$ cat config.mk
export PLATFORM = sky130hd
export DESIGN_NAME = conv_stream_source
export DESIGN_NICKNAME = d
export VERILOG_FILES = /design/src/rtl/conv_pkg.sv /design/src/rtl/src_buf.sv /design/src/rtl/conv_stream_source.sv
export SDC_FILE = /design/constraint.sdc
export NUM_CORES = 2
export LEC_CHECK = 0
export CAP_MARGIN = 20
export CORE_MARGIN = 4
export CORE_UTILIZATION = 35
export CTS_CLUSTER_DIAMETER = 60
export DETAILED_ROUTE_END_ITERATION = 8
export PLACE_DENSITY = 0.59
export SYNTH_ARGS = -nofsm -noshare
export SYNTH_HDL_FRONTEND = slang
export SYNTH_HIERARCHICAL = 1
export SYNTH_SLANG_ARGS = --single-unit
export TNS_END_PERCENT = 20
$ cat constraint.sdc
create_clock -name clk -period 8.35 [get_ports clk]
set_clock_uncertainty 0.15 [all_clocks]
set_input_delay 1.2525 -clock clk [delete_from_list [all_inputs] [get_ports clk]]
set_output_delay 1.2525 -clock clk [all_outputs]
set_load 0.05 [all_outputs]
$ cat src/rtl/conv_pkg.sv
// Shared types and constants for the convolution stream source.
package conv_pkg;

    typedef enum logic [1:0] {
        IDLE   = 2'd0,
        SEND_W = 2'd1,
        SEND_B = 2'd2,
        SEND_X = 2'd3
    } src_state_t;

    localparam logic [1:0] SEL_W = 2'd0;
    localparam logic [1:0] SEL_B = 2'd1;
    localparam logic [1:0] SEL_X = 2'd2;

    // Width needed to hold K values 0..maxk.
    function automatic int k_bits(input int maxk);
        return $clog2(maxk + 1);
    endfunction

endpackage

$ cat src/rtl/src_buf.sv
// Single-write / single-read register array with a registered read port.
// A write to the address being read in the same cycle is forwarded, so a
// read issued alongside a write returns the new word.
module src_buf #(
    parameter int WIDTH = 18,
    parameter int DEPTH = 64,
    localparam int AW   = $clog2(DEPTH)
)(
    input  logic             clk,
    input  logic             reset,
    input  logic             we,
    input  logic [AW-1:0]    wr_addr,
    input  logic [WIDTH-1:0] wr_data,
    input  logic             rd_en,
    input  logic [AW-1:0]    rd_addr,
    output logic [WIDTH-1:0] rd_data
);

    logic [WIDTH-1:0] mem [DEPTH];
    logic             wr_ok;

    assign wr_ok = we && (32'(wr_addr) < DEPTH);

    // Storage array; contents survive reset.
    always_ff @(posedge clk) begin
        if (wr_ok) begin
            mem[wr_addr] <= wr_data;
        end
    end

    // Registered read, advanced only on request so the word holds during stalls.
    always_ff @(posedge clk) begin
        if (reset) begin
            rd_data <= '0;
        end else if (rd_en) begin
            if (wr_ok && (wr_addr == rd_addr)) begin
                rd_data <= wr_data;
            end else begin
                rd_data <= mem[rd_addr];
            end
        end
    end

endmodule

$ cat src/rtl/conv_stream_source.sv
// Convolution input stream source: buffers W, B and X from a host write
// port and streams them out as W (K*K words), B (1 word), X (R*C words).
// Optional macro CONV_SRC_TLAST_EN adds OUTPUT_TLAST on the final X beat.
//
//  state  | meaning
//  -------+----------------------------------------------
//  IDLE   | waiting for start; host writes accepted
//  SEND_W | streaming W[0..K*K-1]
//  SEND_B | streaming the single bias word
//  SEND_X | streaming X[0..R*C-1]; last accept -> IDLE
//
// The buffer read registers act as the output register: the next word is
// read on the same edge that accepts the current one, so a continuously
// ready sink sees one beat per cycle across phase changes.
module conv_stream_source
    import conv_pkg::*;
#(
    parameter int INW  = 18,
    parameter int R    = 8,
    parameter int C    = 8,
    parameter int MAXK = 5,
    localparam int K_BITS = k_bits(MAXK),
    localparam int XAW    = $clog2(R*C)
)(
    input  logic              clk,
    input  logic              reset,
    input  logic              load_we,
    input  logic [1:0]        load_sel,
    input  logic [XAW-1:0]    load_addr,
    input  logic [INW-1:0]    load_data,
    input  logic              start,
    input  logic [K_BITS-1:0] start_k,
    input  logic              start_new_w,
    output logic              busy,
    output logic              done,
    output logic              err,
    output logic [INW-1:0]    OUTPUT_TDATA,
    output logic              OUTPUT_TVALID,
    output logic [K_BITS:0]   OUTPUT_TUSER,
    input  logic              OUTPUT_TREADY
`ifdef CONV_SRC_TLAST_EN
    ,
    output logic              OUTPUT_TLAST
`endif
);

    localparam int WAW = $clog2(MAXK*MAXK);
    localparam int CW  = (XAW > WAW) ? XAW : WAW;
    localparam logic [K_BITS-1:0] MAXK_K = K_BITS'(MAXK);
    localparam logic [CW-1:0]     X_LAST = CW'(R*C - 1);

    src_state_t        state, state_nxt;
    logic [CW-1:0]     cnt, cnt_nxt;
    logic [CW-1:0]     w_last;
    logic [K_BITS-1:0] k_q;
    logic              new_w_q;
    logic              cfg_ld, done_nxt, err_nxt;
    logic              start_ok, beat, wr_ok;
    logic              w_we, x_we, w_rd_en, x_rd_en;
    logic [INW-1:0]    w_q, x_q, b_q;

    assign start_ok = start && (start_k != '0) && (start_k <= MAXK_K);
    assign beat     = OUTPUT_TVALID && OUTPUT_TREADY;
    assign w_last   = CW'(k_q) * CW'(k_q) - CW'(1);

    // Host writes only land while idle so an in-flight transfer is untouched.
    assign wr_ok = load_we && (state == IDLE);
    assign w_we  = wr_ok && (load_sel == SEL_W) && (32'(load_addr) < MAXK*MAXK);
    assign x_we  = wr_ok && (load_sel == SEL_X) && (32'(load_addr) < R*C);

    src_buf #(.WIDTH(INW), .DEPTH(MAXK*MAXK)) u_w_buf (
        .clk     (clk),
        .reset   (reset),
        .we      (w_we),
        .wr_addr (WAW'(load_addr)),
        .wr_data (load_data),
        .rd_en   (w_rd_en),
        .rd_addr (cnt_nxt[WAW-1:0]),
        .rd_data (w_q)
    );

    src_buf #(.WIDTH(INW), .DEPTH(R*C)) u_x_buf (
        .clk     (clk),
        .reset   (reset),
        .we      (x_we),
        .wr_addr (load_addr),
        .wr_data (load_data),
        .rd_en   (x_rd_en),
        .rd_addr (cnt_nxt[XAW-1:0]),
        .rd_data (x_q)
    );

    // Bias register; load_addr is irrelevant for B.
    always_ff @(posedge clk) begin
        if (wr_ok && (load_sel == SEL_B)) begin
            b_q <= load_data;
        end
    end

    // State, beat index, latched transfer config and status pulses.
    always_ff @(posedge clk) begin
        if (reset) begin
            state   <= IDLE;
            cnt     <= '0;
            k_q     <= '0;
            new_w_q <= 1'b0;
            done    <= 1'b0;
            err     <= 1'b0;
        end else begin
            state <= state_nxt;
            cnt   <= cnt_nxt;
            done  <= done_nxt;
            err   <= err_nxt;
            if (cfg_ld) begin
                k_q     <= start_k;
                new_w_q <= start_new_w;
            end
        end
    end

    // Next state, next beat index and buffer read requests.
    always_comb begin
        state_nxt = state;
        cnt_nxt   = cnt;
        cfg_ld    = 1'b0;
        done_nxt  = 1'b0;
        err_nxt   = 1'b0;
        w_rd_en   = 1'b0;
        x_rd_en   = 1'b0;
        case (state)
            IDLE: begin
                if (start) begin
                    if (start_ok) begin
                        cfg_ld  = 1'b1;
                        cnt_nxt = '0;
                        if (start_new_w) begin
                            state_nxt = SEND_W;
                            w_rd_en   = 1'b1;
                        end else begin
                            state_nxt = SEND_X;
                            x_rd_en   = 1'b1;
                        end
                    end else begin
                        err_nxt = 1'b1;
                    end
                end
            end
            SEND_W: begin
                if (beat) begin
                    if (cnt == w_last) begin
                        state_nxt = SEND_B;
                    end else begin
                        cnt_nxt = cnt + CW'(1);
                        w_rd_en = 1'b1;
                    end
                end
            end
            SEND_B: begin
                if (beat) begin
                    state_nxt = SEND_X;
                    cnt_nxt   = '0;
                    x_rd_en   = 1'b1;
                end
            end
            SEND_X: begin
                if (beat) begin
                    if (cnt == X_LAST) begin
                        state_nxt = IDLE;
                        done_nxt  = 1'b1;
                    end else begin
                        cnt_nxt = cnt + CW'(1);
                        x_rd_en = 1'b1;
                    end
                end
            end
            default: state_nxt = IDLE;
        endcase
    end

    // Output data select; zero while idle.
    always_comb begin
        OUTPUT_TDATA = '0;
        case (state)
            SEND_W:  OUTPUT_TDATA = w_q;
            SEND_B:  OUTPUT_TDATA = b_q;
            SEND_X:  OUTPUT_TDATA = x_q;
            default: OUTPUT_TDATA = '0;
        endcase
    end

    assign OUTPUT_TVALID = (state != IDLE);
    assign OUTPUT_TUSER  = {k_q, new_w_q};
    assign busy          = (state != IDLE);

`ifdef CONV_SRC_TLAST_EN
    assign OUTPUT_TLAST = (state == SEND_X) && (cnt == X_LAST);
`endif

endmodule
== After elaboration in Yosys (flattened, before gate mapping) ==
Memory sizes are Yosys's and may differ from the RTL's. A register that Yosys moved wholly into a read port is not among the register bits.
Index checks and enable logic that the tools add are counted.
W data, S select, Z words.

* Eq/ne operators: 14
* Order comparisons: 3
* Multiplexer cells: 40
* Reduce and logical (&&, ||, !) cells: 16
* Bitwise gates (word level): 4
* $add $sub $neg: 2
* Multiply operators: 1

{| class="wikitable"
|+ Operator list
! kind !! number
|-
| $pmux W18 S3 || 1
|-
| $mux W6 || 7
|-
| $pmux W6 S4 || 1
|-
| $mux W1 || 20
|-
| $mux W2 || 8
|-
| $ne A2 B2 Y1 const B || 7
|-
| $logic_and A1 B1 Y1 || 9
|-
| $pmux W2 S4 || 1
|-
| $reduce_and A7 Y1 || 1
|-
| $add A6 B1 Y6 const B || 1
|-
| $eq A2 B2 Y1 const B || 3
|-
| $eq A6 B6 Y1 || 1
|-
| $eq A6 B6 Y1 const B || 1
|-
| $lt A6 B5 Y1 const B || 1
|-
| $mul A3 B3 Y6 || 1
|-
| $reduce_or A3 Y1 || 2
|-
| $sub A6 B1 Y6 const B || 1
|-
| $lt A5 B5 Y1 const B || 1
|-
| $eq A2 B1 Y1 const B || 2
|-
| $logic_not A2 Y1 || 2
|-
| $not A1 Y1 || 4
|-
| $le A3 B3 Y1 const B || 1
|-
| $pmux W1 S3 || 1
|-
| $reduce_bool A3 Y1 || 1
|-
| 2 further kinds || 2
|}

* Output and inout port bits: 26
* Memories: 2
* Bits of input ports: 35
* Flip-flop bits (word level): 32
* RAM bits: 1602

{| class="wikitable"
|+ Memory list
! name !! depth !! width !! read ports !! clocked after Yosys merged registers in !! wr ports !! line !! source
|-
| u_x_buf.mem || 64 || 18 || 1 || 1 || 1 || src_buf.sv:19 || <nowiki>logic [WIDTH-1:0] mem [DEPTH];</nowiki>
|-
| u_w_buf.mem || 25 || 18 || 1 || 1 || 1 || src_buf.sv:19 ||
|}

== Depth between registers and ports, before layout ==
* Word-level depth: 7
* Mapped depth: 19

== Modules after synthesis ==
Netlist, hierarchy kept.

{| class="wikitable"
|+ Modules (own cells, without submodules)
! module !! times used !! seq. area each (um2) !! area each (um2) !! cells an instance
|-
| src_buf (u_x_buf) || 1 || 34953.5 || 45074.5 || 2055
|-
| src_buf (u_w_buf) || 1 || 13873.3 || 18517.8 || 1075
|-
| conv_stream_source || 1 || 820.8 || 2248.4 || 248
|}

== Least setup slack after synthesis ==
Ideal clock, no wire load.

* Path kind: reg2reg
* Start point: reg k_q[0]
* End point: reg u_x_buf.rd_data[11], read port of u_x_buf.mem
* Cell stages (with the launch flop): 19
* Data arrival time: 4312 ps
* Library setup time: 130 ps
* Slack: 3758 ps
* Cells stage by stage: dfxtp_1 > buf_4 > a21o_1 > inv_1 > ha_1 > a211oi_2 > or3_1 > a21oi_2 > a31oi_1 > nor3_1 > buf_6 > buf_6 > buf_6 > buf_2 > mux4_2 > a22oi_1 > nand2_1 > a22oi_1 > a21oi_1

* Longest elaborated chain between the ends: 6

{| class="wikitable"
|+ Ends and longest elaborated chain
! item !! line !! source
|-
| from (decl) || conv_stream_source.sv:55 || <nowiki>logic [K_BITS-1:0] k_q;</nowiki>
|-
| from (signal assigned) || conv_stream_source.sv:115 || <nowiki>k_q <= start_k;</nowiki>
|-
| $mul A3 B3 Y6 || conv_stream_source.sv:64 || <nowiki>assign w_last = CW'(k_q) * CW'(k_q) - CW'(1);</nowiki>
|-
| $sub A6 B1 Y6 || conv_stream_source.sv:64 ||
|-
| $eq A6 B6 Y1 || conv_stream_source.sv:150 || <nowiki>if (cnt == w_last) begin</nowiki>
|-
| $mux W6 || conv_stream_source.sv:150 ||
|-
| $mux W6 || conv_stream_source.sv:149 || <nowiki>if (beat) begin</nowiki>
|-
| $pmux W6 S4 || conv_stream_source.sv:130 || <nowiki>case (state)</nowiki>
|-
| via cnt_nxt[0] || conv_stream_source.sv:53 || <nowiki>logic [CW-1:0] cnt, cnt_nxt;</nowiki>
|-
| to (decl) || src_buf.sv:16 || <nowiki>output logic [WIDTH-1:0] rd_data</nowiki>
|}

The timed path passes the listed nets, and every way through them passes these cells.
A chain may end at the register's enable or synchronous reset.

== Final worst setup path ==
* Start point: reg k_q[0]
* End point: reg u_x_buf.rd_data[14], read port of u_x_buf.mem

The elaborated chain is that of the path after synthesis.

==> impl_results.md <==
- Run status: complete, no violations
- WL/cell: 27.2 um
- Antenna viol nets, final: 0
- Height of the die: 442 um
- CTS Root Cell: clkbuf_16
- Placement row count: between 150 and 200
- Placer's final routability congestion estimate: approximately 0.86
- Post-route DRC violation count: 0
- Type of the worst setup path: reg -> reg
- CTS Buffer Depth: 3
- Worst-case headroom to the max-slew limit: 23.6%
- Worst-path maximum fanout: just under 80
- Number of synthesized flops with an enable pin: 1620
- Starting utilization of the core area: 35.4%
- Post-route worst setup slack: ~2.2 ns
- Share of synthesized flip-flops with an asynchronous set or reset: 0%
- Leak Pwr: roughly 22 nW
- Biggest cell delay along the critical path: 1.03 ns
- WL final: 167 mm
- Post-layout nets: around 3.6k
- Share of the yosys chip area belonging to registers: 75.4%
- Post-Syn Nets: 3420
- Syn avg cell area: 19.5 sq um
- Number of levels in the clock H-tree: 4
- Detailed Place HPWL: between 90 and 100 mm
- Non-Filler Cell Area, Final: approximately 75000 sq um
- Cell with the most instances on the worst path: buf_12
- Core Box Area: around 190000 sq um
- Multi-input combinational cell area: 15200 sq um
- Final period demand of the worst path: between 6 and 7 ns
- First-pass iteration count of the detailed router: 6
- Dominant synthesized flop cell: edfxtp_1
- DR vias/cell: ~5.5
- Transition time of the tightest slew-check pin: 1.15 ns
- CP max stage cell: a2111oi_2
- Maximum clock frequency: approximately 0.16 GHz
- DRC violation total after the first TritonRoute iteration: ~3.7k
- Post-route non-filler standard cell count: about 6k
- Worst hold slack: 0.323 ns
- Clock insertion delay at the later pin of the skew report: 0.82 ns
- Startpoint type of the worst setup path: flop
- Final slew viol count: 0
- Critical path arrival: between 6 and 7 ns
- Total of hold buffers inserted after clock tree synthesis: 0
- Setup-failing EPs final: 0
- Total power per unit cell area: approximately 240 nW/um^2
- Wire length of the first global-routing pass: around 240 mm
- Synthesized instance count: approximately 3.4k
- Number of distinct library cell variants in the gate-level netlist after synthesis: 81
- Number of top-level pins: 61
- Ys Warns: 6
- Pin count of the biggest net entering global routing: around 140
- Total power consumption of the routed design: between 15 and 20 mW
- Final Util: between 40% and 50%
- Ratio of cells with drive above 1 in the final layout: roughly a quarter
- Vias in the first global route: ~34k
- Initial antenna violation count: 5
- Horizontal extent of the die: approximately 440 um
- Hold crit path type: reg -> reg
- Overflow after GRT: 0
- Via count: ~34k
- Global-route usage over all layers: between 15 and 20%
- Total cell area at the placement stage: 69800 sq um
- Flip-flop and latch count after synthesis: 1670
- Post-cts gate resize count: 0
- Setup TNS: 0 ns
- Area growth from synthesis to layout: 14.0%
- Placed Cells incl. Taps: ~5.9k
- Final number of hold-violating endpoints: 0
- TritonCTS clock tree: built
- IR Drop Worst-Case VDD: 0.220 mV
- Total Die Area: around 200000 sq um
- Sinks on the clock net: around 1.7k
- Worst setup slack after placement: 1.82 ns
- Unrepaired setup endpoints after global routing: no
- Final Cycle Share: 74.2%
- CP cell instances: a21o_1 -> inv_1 -> ha_1 -> a211oi_2 -> o21ai_1 -> a21oi_2 -> a31oi_1 -> nor3_2 -> buf_12 -> buf_12 -> mux4_2 -> a22oi_1 -> nand2_1 -> a2111oi_2 -> a21oi_1
- Element type at the critical path end: flop
- Number of buffers inserted by port buffering: 60
- Number of fill cells in the layout: ~16k
- Clock slew at reported path FFs: ~0.06 ns
- Max-Cap Viols: 0
- Netlist area before placement: ~66000 sq um
- Seq. cell area: just under 50000 sq um
- Required time worst endpoint: just under 9 ns
- Num CTS Buffers: 166
- Setup fix buffers added after clock tree synthesis: 0
-- metal layers --
metal	global-route usage (%)	routed length [um]	part of all wire, %	vias up
met1	22.9	69400	41	18000
met2	27.2	81200	48	1275
li1	-	-	-	14300
met4	6.47	6140	3.7	0
met5	0	0	0	-
met3	2.95	10700	6.4	262
-- layout make-up --
cell class	count	share of cell area [%]
multi-input combinational	1471	20.2
timing repair buffer	212	2.47
antenna	4	0.0133
sequential	1670	66.1
tap	2480	4.13
clock buffer	212	5.88
inverter	26	0.130
clock inverter	88	1.02
-- placed cells by master, fill, tap and decap left out, types with 11 or more instances in the layout --
master           instances
a211o_1                 14
o22ai_1                 55
dfxtp_1                 50
mux4_2                 299
a21oi_1                 59
nor2_1                 103
a22o_1                  23
nor3_1                  16
mux2i_1                177
buf_4                  156
inv_1                   26
edfxtp_1              1620
a22oi_1                184
a2111oi_0               14
clkbuf_1                41
clkinv_1                39
nand3_1                 21
a222oi_1                18
clkinv_2                23
mux2_2                  42
clkdlybuf4s50_1         41
nor2_2                  75
nand2_1                120
clkbuf_16              169
xnor2_1                 11
nor2b_1                 15
o21ai_0                 38
-- critical path: cells and delay by family, from the launching register on --
family          cells  cell delay (ns)
simple gates        2             0.53
buf+inv             3             0.89
fa+ha+maj           1             0.35
flops               1             0.52
mux                 1             0.58
compound gates      8             2.83
-- cells by family (layout without fill, tap and decap cells) --
family	Yosys count	after routing	share of synthesized area [%]
flops	1670	1670	75.4
mux	523	523	13.7
compound gates	487	487	5.41
simple gates	436	436	3.06
buf+inv	237	538	2.03
xor+xnor	18	18	0.239
fa+ha+maj	7	7	0.133
other cells	0	4	0
-- Yosys cell counts, drive strengths merged, types with 18 or more instances --
cell / number / area share (%)
mux2i: 177 / 2.7
buf: 141 / 1.5
nor2: 182 / 1.0
nand3: 23 / 0.17
nor2b: 18 / 0.17
dfxtp: 50 / 1.5
a222oi: 18 / 0.27
inv: 26 / 0.15
a2111oi: 25 / 0.43
a21oi: 61 / 0.47
mux2: 47 / 0.80
o22ai: 55 / 0.52
nor3: 20 / 0.16
a22o: 23 / 0.31
clkbuf: 70 / 0.40
a22oi: 184 / 2.1
nand2: 120 / 0.68
o21ai: 44 / 0.33
mux4: 299 / 10
edfxtp: 1620 / 74
-- path summary, 6_finish.rpt --
kind	startpoint	endpoint	slack [ns]	depth (start not counted)
setup / recovery	k_q[0]	u_x_buf/rd_data[14]	2.15	15
hold reg to reg	new_w_q	new_w_q	0.32	2
hold / removal	new_w_q	new_w_q	0.32	2
setup reg to reg	k_q[0]	u_x_buf/rd_data[14]	2.15	15
-- registers in the layout, summed over array words and instances, names as in the netlist --
signal           count
b_q                 18
cnt                  6
done                 1
err                  1
k_q                  3
new_w_q              1
state                2
u_w_buf/mem        450
u_w_buf/rd_data     18
u_x_buf/mem       1152
u_x_buf/rd_data     18
-- where the power goes --
part	switching (mW)	internal, mW	total [mW]
combinational	0.877	0.509	1.39
sequential	0.0830	9.26	9.34
clock	3.13	3.97	7.11
total	4.09	13.7	17.8
No activity file was read; power rests on OpenSTA's default activity.
